[src/rtl/mem_pkg.sv]
// Shared op codes, state encoding and lane constants
// for the MEM-stage load/store engine.
package mem_pkg;

  localparam logic [2:0] OP_WORD  = 3'd0;
  localparam logic [2:0] OP_HALF  = 3'd1;
  localparam logic [2:0] OP_HALFU = 3'd2;
  localparam logic [2:0] OP_BYTE  = 3'd3;
  localparam logic [2:0] OP_BYTEU = 3'd4;

  localparam logic [3:0] BE_WORD = 4'b1111;
  localparam logic [3:0] BE_HALF = 4'b0011;
  localparam logic [3:0] BE_BYTE = 4'b0001;

  typedef enum logic [1:0] {
    S_IDLE = 2'd0,
    S_REQ  = 2'd1,
    S_DONE = 2'd2
  } state_e;

  typedef enum logic [1:0] {
    SZ_WORD,
    SZ_HALF,
    SZ_BYTE
  } size_e;

  // Codes 5-7 fall back to a full-word access.
  function automatic size_e op_size(input logic [2:0] op);
    case (op)
      OP_HALF, OP_HALFU: op_size = SZ_HALF;
      OP_BYTE, OP_BYTEU: op_size = SZ_BYTE;
      default:           op_size = SZ_WORD;
    endcase
  endfunction

  function automatic logic misaligned(
    input logic [2:0] op,
    input logic [1:0] off
  );
    case (op_size(op))
      SZ_HALF: misaligned = off[0];
      SZ_BYTE: misaligned = 1'b0;
      default: misaligned = |off;
    endcase
  endfunction

endpackage

[src/rtl/load_extend.sv]
// Picks the addressed byte/half out of a read word
// and sign- or zero-extends it to 32 bits.
module load_extend
  import mem_pkg::*;
(
  input  logic [2:0]  i_op,
  input  logic [1:0]  i_off,
  input  logic [31:0] i_word,
  output logic [31:0] o_data
);

  logic [31:0] w_shift;
  logic [7:0]  w_byte;
  logic [15:0] w_half;

  assign w_shift = i_word >> {i_off, 3'b000};
  assign w_byte  = w_shift[7:0];
  assign w_half  = i_off[1] ? i_word[31:16] : i_word[15:0];

  always_comb begin
    o_data = i_word;
    case (i_op)
      OP_HALF:  o_data = {{16{w_half[15]}}, w_half};
      OP_HALFU: o_data = {16'h0, w_half};
      OP_BYTE:  o_data = {{24{w_byte[7]}}, w_byte};
      OP_BYTEU: o_data = {24'h0, w_byte};
      default:  o_data = i_word;
    endcase
  end

endmodule

[src/rtl/mem_access_unit.sv]
// MEM-stage load/store engine: req/ack data bus,
// pipeline stall, store lane alignment, load extension.
module mem_access_unit
  import mem_pkg::*;
#(
  parameter int TIMEOUT = 16,
  parameter int CNT_W   = 5
) (
  input  logic        clk,
  input  logic        reset,
  input  logic        mem_wr,
  input  logic        mem_rd,
  input  logic [2:0]  mem_op,
  input  logic [31:0] addr,
  input  logic [31:0] wdata,
  output logic        bus_req,
  output logic        bus_we,
  output logic [31:0] bus_addr,
  output logic [3:0]  bus_be,
  output logic [31:0] bus_wdata,
  input  logic        bus_ack,
  input  logic [31:0] bus_rdata,
  output logic        stall,
  output logic [31:0] rdata,
  output logic        addr_err,
  output logic        bus_err
);

  state_e           r_state;
  logic [CNT_W-1:0] r_cnt;
  logic [2:0]       r_op;
  logic [1:0]       r_off;

  logic        w_access;
  logic        w_mis;
  logic        w_start;
  logic        w_tmo;
  logic [3:0]  w_be;
  logic [31:0] w_wdata;
  logic [31:0] w_ext;

  assign w_access = mem_wr | mem_rd;
  assign w_mis    = misaligned(mem_op, addr[1:0]);
  assign w_start  = (r_state == S_IDLE) && w_access && !w_mis;
  assign w_tmo    = r_cnt == CNT_W'(TIMEOUT - 1);
  assign stall    = (r_state == S_REQ) || w_start;

  always_comb begin
    w_be    = BE_WORD;
    w_wdata = wdata;
    case (op_size(mem_op))
      SZ_HALF: begin
        w_be    = BE_HALF << addr[1:0];
        w_wdata = {2{wdata[15:0]}};
      end
      SZ_BYTE: begin
        w_be    = BE_BYTE << addr[1:0];
        w_wdata = {4{wdata[7:0]}};
      end
      default: ;
    endcase
  end

  load_extend u_ext (
    .i_op   (r_op),
    .i_off  (r_off),
    .i_word (bus_rdata),
    .o_data (w_ext)
  );

  always_ff @(posedge clk or posedge reset) begin
    if (reset) begin
      r_state   <= S_IDLE;
      r_cnt     <= '0;
      r_op      <= '0;
      r_off     <= '0;
      bus_req   <= 1'b0;
      bus_we    <= 1'b0;
      bus_addr  <= '0;
      bus_be    <= '0;
      bus_wdata <= '0;
      rdata     <= '0;
      addr_err  <= 1'b0;
      bus_err   <= 1'b0;
    end else begin
      addr_err <= 1'b0;
      bus_err  <= 1'b0;
      case (r_state)
        S_IDLE: begin
          if (w_access && w_mis) begin
            addr_err <= 1'b1;
          end else if (w_start) begin
            bus_req   <= 1'b1;
            bus_we    <= mem_wr;
            bus_addr  <= {addr[31:2], 2'b00};
            bus_be    <= w_be;
            bus_wdata <= w_wdata;
            r_op      <= mem_op;
            r_off     <= addr[1:0];
            r_cnt     <= '0;
            r_state   <= S_REQ;
          end
        end
        S_REQ: begin
          r_cnt <= r_cnt + 1'b1;
          // An ack in the last allowed cycle still completes.
          if (bus_ack) begin
            bus_req <= 1'b0;
            if (!bus_we) rdata <= w_ext;
            r_state <= S_DONE;
          end else if (w_tmo) begin
            bus_req <= 1'b0;
            bus_err <= 1'b1;
            rdata   <= '0;
            r_state <= S_DONE;
          end
        end
        S_DONE: begin
          r_cnt   <= '0;
          r_state <= S_IDLE;
        end
        default: r_state <= S_IDLE;
      endcase
    end
  end

endmodule

[config.mk]
export PLATFORM = sky130hd
export DESIGN_NAME = mem_access_unit
export DESIGN_NICKNAME = d
export VERILOG_FILES = /design/src/rtl/mem_pkg.sv /design/src/rtl/load_extend.sv /design/src/rtl/mem_access_unit.sv
export SDC_FILE = /design/constraint.sdc
export NUM_CORES = 1
export LEC_CHECK = 0
export BUFFER_PORTS_ARGS = -buffer_cell sky130_fd_sc_hd__buf_4
export CELL_PAD_IN_SITES_DETAIL_PLACEMENT = 2
export CELL_PAD_IN_SITES_GLOBAL_PLACEMENT = 2
export CORE_ASPECT_RATIO = 1.75
export CORE_MARGIN = 10
export CORE_UTILIZATION = 29
export DETAILED_ROUTE_END_ITERATION = 10
export HOLD_SLACK_MARGIN = 0.12
export PLACE_DENSITY = 0.89
export SKIP_CTS_REPAIR_TIMING = 1
export SLEW_MARGIN = 0
export SYNTH_ARGS = -nofsm -noshare
export SYNTH_HDL_FRONTEND = slang
export SYNTH_SLANG_ARGS = --single-unit
[constraint.sdc]
create_clock -name clk -period 4.64 [get_ports clk]
set_input_delay 0.696 -clock clk [delete_from_list [all_inputs] [get_ports clk]]
set_output_delay 0.696 -clock clk [all_outputs]
set_load 0.005 [all_outputs]
==> flow_metrics.env, run 1 <==
export IMPL_placement_setup_worst_slack_ns=1.28
export IMPL_synth_ff_type="dfrtp_1"
export IMPL_num_io_pins=209
export IMPL_core_area_um2=18500
export IMPL_nets_finish=811
export IMPL_cts_tree="yes"
export IMPL_clock_path_buffers=2
export IMPL_initial_antenna_violation_count=0
export IMPL_grt_pass1_wl_um=33300
export IMPL_synth_area_um2=5430
export IMPL_drc_errors=0
export IMPL_gr_usage_met1=0.171
export IMPL_finalMaxSlewViolations=0
export IMPL_place_gp_congestion=0.773
export IMPL_viasPerCell=5.05
export IMPL_fin_crit_sh=0.734
export IMPL_crit_path_cell_trace="buf_4 -> xor2_1 -> nand2b_1 -> ha_1 -> o21ai_1 -> nand4b_1 -> buf_4 -> nand2_1 -> buf_4"
export IMPL_synth_edff_count=0
export IMPL_slew_headroom=0.187
export IMPL_synth_cells=509
export IMPL_cellPowerDensity_nw_per_um2=688
export IMPL_detailed_place_hpwl_um=16400
export IMPL_cts_htree_levels=4
export IMPL_grt_start_max_net_pins=61
export IMPL_global_route_usage_met2=0.327
export IMPL_rsz0062_at_grt="no"
export IMPL_status="complete, no violations"
export IMPL_globalRoute_busiestLayer="met2"
export IMPL_cp_required_ns=3.94
export IMPL_num_vias=4821
export IMPL_first_pass_iters=4
export IMPL_drv_max_cap_violation_count=0
export IMPL_drt_antenna_violating_nets=0
export IMPL_critPathSlowestCell="ha_1"
export IMPL_netlist_top_cells_area="dfrtp_1, mux2_2, nand2_1"
export IMPL_yosysSeqAreaShare=0.526
export IMPL_synth_seq_cells=114
export IMPL_final_setup_viol_count=0
export IMPL_netlist_top_cells_count="dfrtp_1, nand2_1, nor2_1, mux2_2, o21ai_0"
export IMPL_critical_path_most_common_cell="buf_4"
export IMPL_syn_area_per_cell_um2=10.7
export IMPL_floorplan_rows=66
export IMPL_dp_cells=922
export IMPL_cts_buffers=17
export IMPL_synth_largest_area_cell="dfrtp_1"
export IMPL_synth_async_sr_flop_share=1.00
export IMPL_die_x_um=123
export IMPL_timing_critical_path_fanout_max=44
export IMPL_power_leakage_nw=3.75
export IMPL_drive_gt1_frac=0.427
export IMPL_design_die_area_um2=24800
export IMPL_buffer_ports_inserted=206
export IMPL_irDropWorstVdd_mv=0.274
export IMPL_fin_skew_ns=0.00876
export IMPL_cp_endpoint_kind="output port"
export IMPL_arrival_ns=2.71
export IMPL_clock_fmax_mhz=293
export IMPL_yosysWarnings=0
export IMPL_cp_start_kind="primary input"
export IMPL_tns_ns=0
export IMPL_synth_top_cell_area_share=0.526
export IMPL_worstSkewPairLatency_ns=0.41
export IMPL_starting_density_of_the_core=0.293
export IMPL_finalHoldViolCount=0
export IMPL_grt_overflow=0
export IMPL_cp_max_stage_delay_ns=0.60
export IMPL_final_cell_count_no_fill=954
export IMPL_track_usage=0.172
export IMPL_final_critical_path_setup_slack_ns=1.23
export IMPL_cts_root_buf="clkbuf_16"
export IMPL_timing_final_crit_period_ns=3.41
export IMPL_flow_area_growth_from_synthesis_pct=42.8
export IMPL_drt_wirelength_per_cell_um=22.4
export IMPL_worstSetupPathType="in2out"
export IMPL_post_synth_top_count_cell="dfrtp_1"
export IMPL_timing_worst_slew_pin_value_ns=1.22
export IMPL_clock_sinks=114
export IMPL_insertedDiodeCount=0
export IMPL_hp_class="in2async"
export IMPL_number_of_global_route_vias_before_repair=5681
export IMPL_dieHeight_um=201
export IMPL_grtUsageMet3=0.0496
export IMPL_synthDistinctLibCells=53
export IMPL_clkTransAtPathRegs_ns=0.06
export IMPL_initialDrtViolationCount=266
export IMPL_wl_um=21300
## final timing paths
kind / from / endpoint / slack, ns / cells after the start
hold / removal: reset / bus_addr[10] / 0.44 / 2
hold reg to reg: rdata[24] / rdata[24] / 0.49 / 2
max in group asynchronous: reset / rdata[29] / 3.21 / 3
setup reg to reg: r_cnt[0] / rdata[4] / 1.97 / 7
setup / recovery: mem_op[0] / stall / 1.23 / 9
min in group clk: rdata[24] / rdata[24] / 0.49 / 2
## worst max-delay path: cells and delay by family
kind / cells / cell delay [ns]
buf+inv: 3 / 0.70
fa+ha+maj: 1 / 0.60
simple gates: 3 / 0.38
compound gates: 1 / 0.16
xor+xnor: 1 / 0.14
## where the power goes
group / total [mW] / internal (mW) / switching, mW / leakage (nW)
Clock: 1.44 / 0.968 / 0.475 / 0.315
Sequential: 1.80 / 1.46 / 0.345 / 1.42
Combinational: 2.09 / 1.07 / 1.02 / 2.02
## final cells by class
type	count	area, um^2
Clock buffer	23	498
Inverter	13	51.3
Timing Repair Buffer	212	1590
Sequential cell	114	2850
Clock inverter	9	150
Fill cell	2034	10700
Tap cell	238	298
Multi-Input combinational cell	345	2310
## state kept, by name, indices dropped and copies added, names as in the netlist
name,count
bus_wdata,32
rdata,32
bus_addr,30
r_cnt,5
bus_be,4
r_op,3
r_off,2
r_state,2
addr_err,1
bus_err,1
bus_req,1
bus_we,1
## stage by stage
| stage | power [mW] | util | hold WS [ns] | area [um^2] |
|---|---|---|---|---|
| 2_1_floorplan | 2.80 | - | 0.463 | 5430 |
| 3_3_place_gp | 3.78 | 0.384 | 0.462 | 7100 |
| 3_5_place_dp | 3.94 | 0.384 | 0.479 | 7100 |
| 4_1_cts | 5.43 | 0.419 | 0.470 | 7750 |
| 5_1_grt | 5.70 | 0.419 | 0.488 | 7750 |
| 6_report | 5.33 | 0.419 | 0.439 | 7750 |
## logic make-up after synthesis
group,Yosys count,share of synthesized area
adder cells (fa/ha/maj),4,0.00922
AO/OA/AOI/OAI,130,0.167
XOR/XNOR,2,0.00323
other,1,0.000691
buffers and inverters,51,0.0500
flip-flops,114,0.526
multiplexers,61,0.125
AND/OR/NAND/NOR,146,0.119
## placed cells by master (no fill, tap or decap), types with 3 or more instances in the layout
master / instances
clkinv_2: 3
nand3_1: 3
bufinv_16: 4
o21ai_0: 39
mux2_2: 43
a32o_1: 7
nand2_1: 63
inv_1: 12
clkbuf_16: 17
clkbuf_8: 5
a211o_1: 8
nor3_1: 11
o221ai_1: 8
nand2b_1: 3
nor2b_1: 3
a21oi_1: 19
mux2i_1: 17
o21ai_2: 11
nor2_1: 49
buf_4: 212
a221o_1: 9
a22oi_1: 16
dfrtp_1: 114
ha_1: 4
## layer usage
| metal | vias up | wire length (um) |
|---|---|---|
| met3 | 17 | 1310 |
| li1 | 2192 | - |
| met5 | - | 0 |
| met2 | 140 | 12200 |
| met4 | 0 | 338 |
| met1 | 2472 | 7480 |
(Power assumes the default switching activity.)
==> run 2: changes to the inputs <==
--- a/config.mk
+++ b/config.mk
@@ -5,15 +5,16 @@
 export SDC_FILE = /design/constraint.sdc
 export NUM_CORES = 1
 export LEC_CHECK = 0
+export ABC_AREA = 1
 export BUFFER_PORTS_ARGS = -buffer_cell sky130_fd_sc_hd__buf_4
 export CELL_PAD_IN_SITES_DETAIL_PLACEMENT = 2
 export CELL_PAD_IN_SITES_GLOBAL_PLACEMENT = 2
 export CORE_ASPECT_RATIO = 1.75
 export CORE_MARGIN = 10
-export CORE_UTILIZATION = 29
+export CORE_UTILIZATION = 27
 export DETAILED_ROUTE_END_ITERATION = 10
 export HOLD_SLACK_MARGIN = 0.12
-export PLACE_DENSITY = 0.89
+export PLACE_DENSITY = 0.9
 export SKIP_CTS_REPAIR_TIMING = 1
 export SLEW_MARGIN = 0
 export SYNTH_ARGS = -nofsm -noshare
==> constraint.sdc (replaced) <==
create_clock -name clk -period 3.4 [get_ports clk]
set_input_delay 0.51 -clock clk [delete_from_list [all_inputs] [get_ports clk]]
set_output_delay 0.51 -clock clk [all_outputs]
set_load 0.005 [all_outputs]
==> flow_metrics.env, run 2 <==
export IMPL_die_x_um=131
export IMPL_buffer_ports_inserted=206
export IMPL_multi_input_comb_area_um2=2470
export IMPL_synth_simple_gate_area_frac=0.340
export IMPL_grtUsageMet3=0.0492
export IMPL_place_gp_congestion=0.809
export IMPL_globalRoute_busiestLayer="met2"
export IMPL_first_pass_iters=5
export IMPL_r2r_end="rdata[27]"
export IMPL_critical_path_most_common_cell="buf_4"
export IMPL_clock_path_buffers=2
export IMPL_synth_cells=760
export IMPL_muxShareOfSynthArea=0
export IMPL_nets_finish=1066
export IMPL_timing_final_crit_period_ns=2.82
export IMPL_track_usage=0.181
export IMPL_cts_buffers=17
export IMPL_initialDrtViolationCount=223
export IMPL_cts_htree_levels=4
export IMPL_cellPowerDensity_nw_per_um2=986
export IMPL_irDropWorstVdd_mv=0.439
export IMPL_fin_skew_ns=0.00707
export IMPL_drt_wirelength_per_cell_um=20.2
export IMPL_cts_tree="yes"
export IMPL_power_leakage_nw=4.36
export IMPL_synth_largest_area_cell="dfrtp_1"
export IMPL_arrival_ns=2.31
export IMPL_drc_errors=0
export IMPL_post_synth_top_count_cell="nand2_1"
export IMPL_clock_fmax_mhz=355
export IMPL_layout_cells_most_common="nand2_1"
export IMPL_synth_area_um2=5770
export IMPL_layout_top_registers="bus_wdata: 32 flops, rdata: 32 flops, bus_addr: 30 flops"
export IMPL_floorplan_rows=70
export IMPL_design_power_total_mw=7.99
export IMPL_wl_um=24700
export IMPL_hp_class="in2reg"
export IMPL_dieHeight_um=213
export IMPL_syn_area_per_cell_um2=7.59
export IMPL_min_from="addr[13]"
export IMPL_initial_antenna_violation_count=0
export IMPL_viasPerCell=4.78
export IMPL_worstSetupPathType="in2out"
export IMPL_cts_root_buf="clkbuf_16"
export IMPL_synthXorXnorAreaFrac=0.00152
export IMPL_drt_antenna_violating_nets=0
export IMPL_finalMaxSlewViolations=0
export IMPL_hold_path_cell_count=3
export IMPL_crit_path_cell_trace="buf_4 -> a21oi_1 -> inv_1 -> nor2_1 -> inv_1 -> ha_1 -> a21boi_1 -> nand2_2 -> buf_4 -> nand2_1 -> buf_4"
export IMPL_synthDistinctLibCells=36
export IMPL_grt_start_max_net_pins=57
export IMPL_grt_overflow=0
export IMPL_r2r_setup_slack_ns=1.48
export IMPL_drv_max_cap_violation_count=0
export IMPL_yosysSeqAreaShare=0.494
export IMPL_yosys_area_share_adder=0.00867
export IMPL_synth_top_cell_area_share=0.494
export IMPL_detailed_place_hpwl_um=18800
export IMPL_clkTransAtPathRegs_ns=0.06
export IMPL_cp_max_stage_delay_ns=0.31
export IMPL_tns_ns=0
export IMPL_cp_buffers_inverters=5
export IMPL_starting_density_of_the_core=0.276
export IMPL_final_hold_worst_slack_ns=0.280
export IMPL_slew_headroom=0.387
export IMPL_flow_area_growth_from_synthesis_pct=40.4
export IMPL_timing_worst_slew_pin_value_ns=0.918
export IMPL_core_area_um2=20900
export IMPL_grt_pass1_wl_um=38400
export IMPL_synth_top_family_by_area="simple AND/OR/NAND/NOR gates"
export IMPL_netlist_top_cells_area="dfrtp_1, nand2_1, nand3_1"
export IMPL_finalHoldViolCount=0
export IMPL_netlist_top_cells_count="nand2_1, dfrtp_1, nor2_1, nand3_1, inv_1"
export IMPL_num_io_pins=209
export IMPL_reg2reg_depth=7
export IMPL_seq_area_um2=2850
export IMPL_design_die_area_um2=27900
export IMPL_synth_async_sr_flop_share=1.00
export IMPL_cp_required_ns=2.89
export IMPL_final_setup_viol_count=0
export IMPL_synth_compound_gate_area_share=0.0770
export IMPL_gr_usage_met1=0.167
export IMPL_rsz0062_at_grt="no"
export IMPL_cp_start_kind="primary input"
export IMPL_dp_cells=1191
export IMPL_critPathSlowestCell="ha_1"
export IMPL_cp_endpoint_kind="output port"
export IMPL_number_of_global_route_vias_before_repair=6741
export IMPL_drive_gt1_frac=0.296
export IMPL_yosysWarnings=0
export IMPL_worstSkewPairLatency_ns=0.42
export IMPL_synth_seq_cells=114
export IMPL_final_cell_count_no_fill=1223
export IMPL_critPathTopFamily="buffers and inverters"
export IMPL_clock_sinks=114
export IMPL_final_cell_mix="nand2_1, buf_4, dfrtp_1"
export IMPL_finalCoreUtilization=0.387
export IMPL_insertedDiodeCount=0
export IMPL_status="complete, no violations"
export IMPL_synth_edff_count=0
export IMPL_num_vias=5840
export IMPL_filler_cell_count=2440
export IMPL_global_route_usage_met2=0.347
export IMPL_synth_ff_type="dfrtp_1"
export IMPL_fin_crit_sh=0.829
export IMPL_hold_path_end="bus_addr[13]"
export IMPL_crit_reg2reg_launch="r_off[1]"
export IMPL_timing_critical_path_fanout_max=39
## run 2: power breakdown
| group | switching, mW | leakage [nW] | internal [mW] |
|---|---|---|---|
| logic | 2.19 | 2.65 | 1.49 |
| clock network | 0.665 | 0.300 | 1.20 |
| registers | 0.447 | 1.41 | 1.99 |
| total | 3.31 | 4.36 | 4.68 |
## run 2: logic make-up after synthesis
group | Yosys count
flops | 114
fa+ha+maj | 4
other cells | 1
xor+xnor | 1
buf+inv | 93
simple gates | 464
compound gates | 83
## run 2: cell type report
cell class              count  share of cell area
clock inverters            10              0.0162
repair buffers            213               0.200
flip-flops and latches    114               0.352
well taps                 252              0.0389
inverters                  58              0.0286
multi-input cells         554               0.305
clock buffers              22              0.0585
## run 2: worst min-delay path: cells and delay by family
kind	cells	cell delay, ns
AND/OR/NAND/NOR	2	0.08
buffers and inverters	1	0.08
## run 2: per-layer routing
metal	vias to the layer above	wire [um]
met3	43	1400
met4	0	1020
met2	162	14100
met5	-	0
met1	2868	8150
li1	2767	-
## run 2: per-stage QoR
step	instance area, um^2	worst slack, ns
after floorplan	5780	1.03
after global placement	7500	0.665
after detailed placement	7500	0.582
after CTS	8100	0.573
after global routing	8100	0.438
final	8100	0.580
## run 2: worst max-delay path by stage
stage               startpoint  endpoint  slack (ns)  depth (start not counted)
global placement     mem_op[1]     stall        0.66                         11
CTS                  mem_op[1]     stall        0.57                         11
detailed placement   mem_op[1]     stall        0.58                         11
finish               mem_op[1]     stall        0.58                         11
floorplan            mem_op[1]     stall        1.03                          9
global route         mem_op[1]     stall        0.44                         11
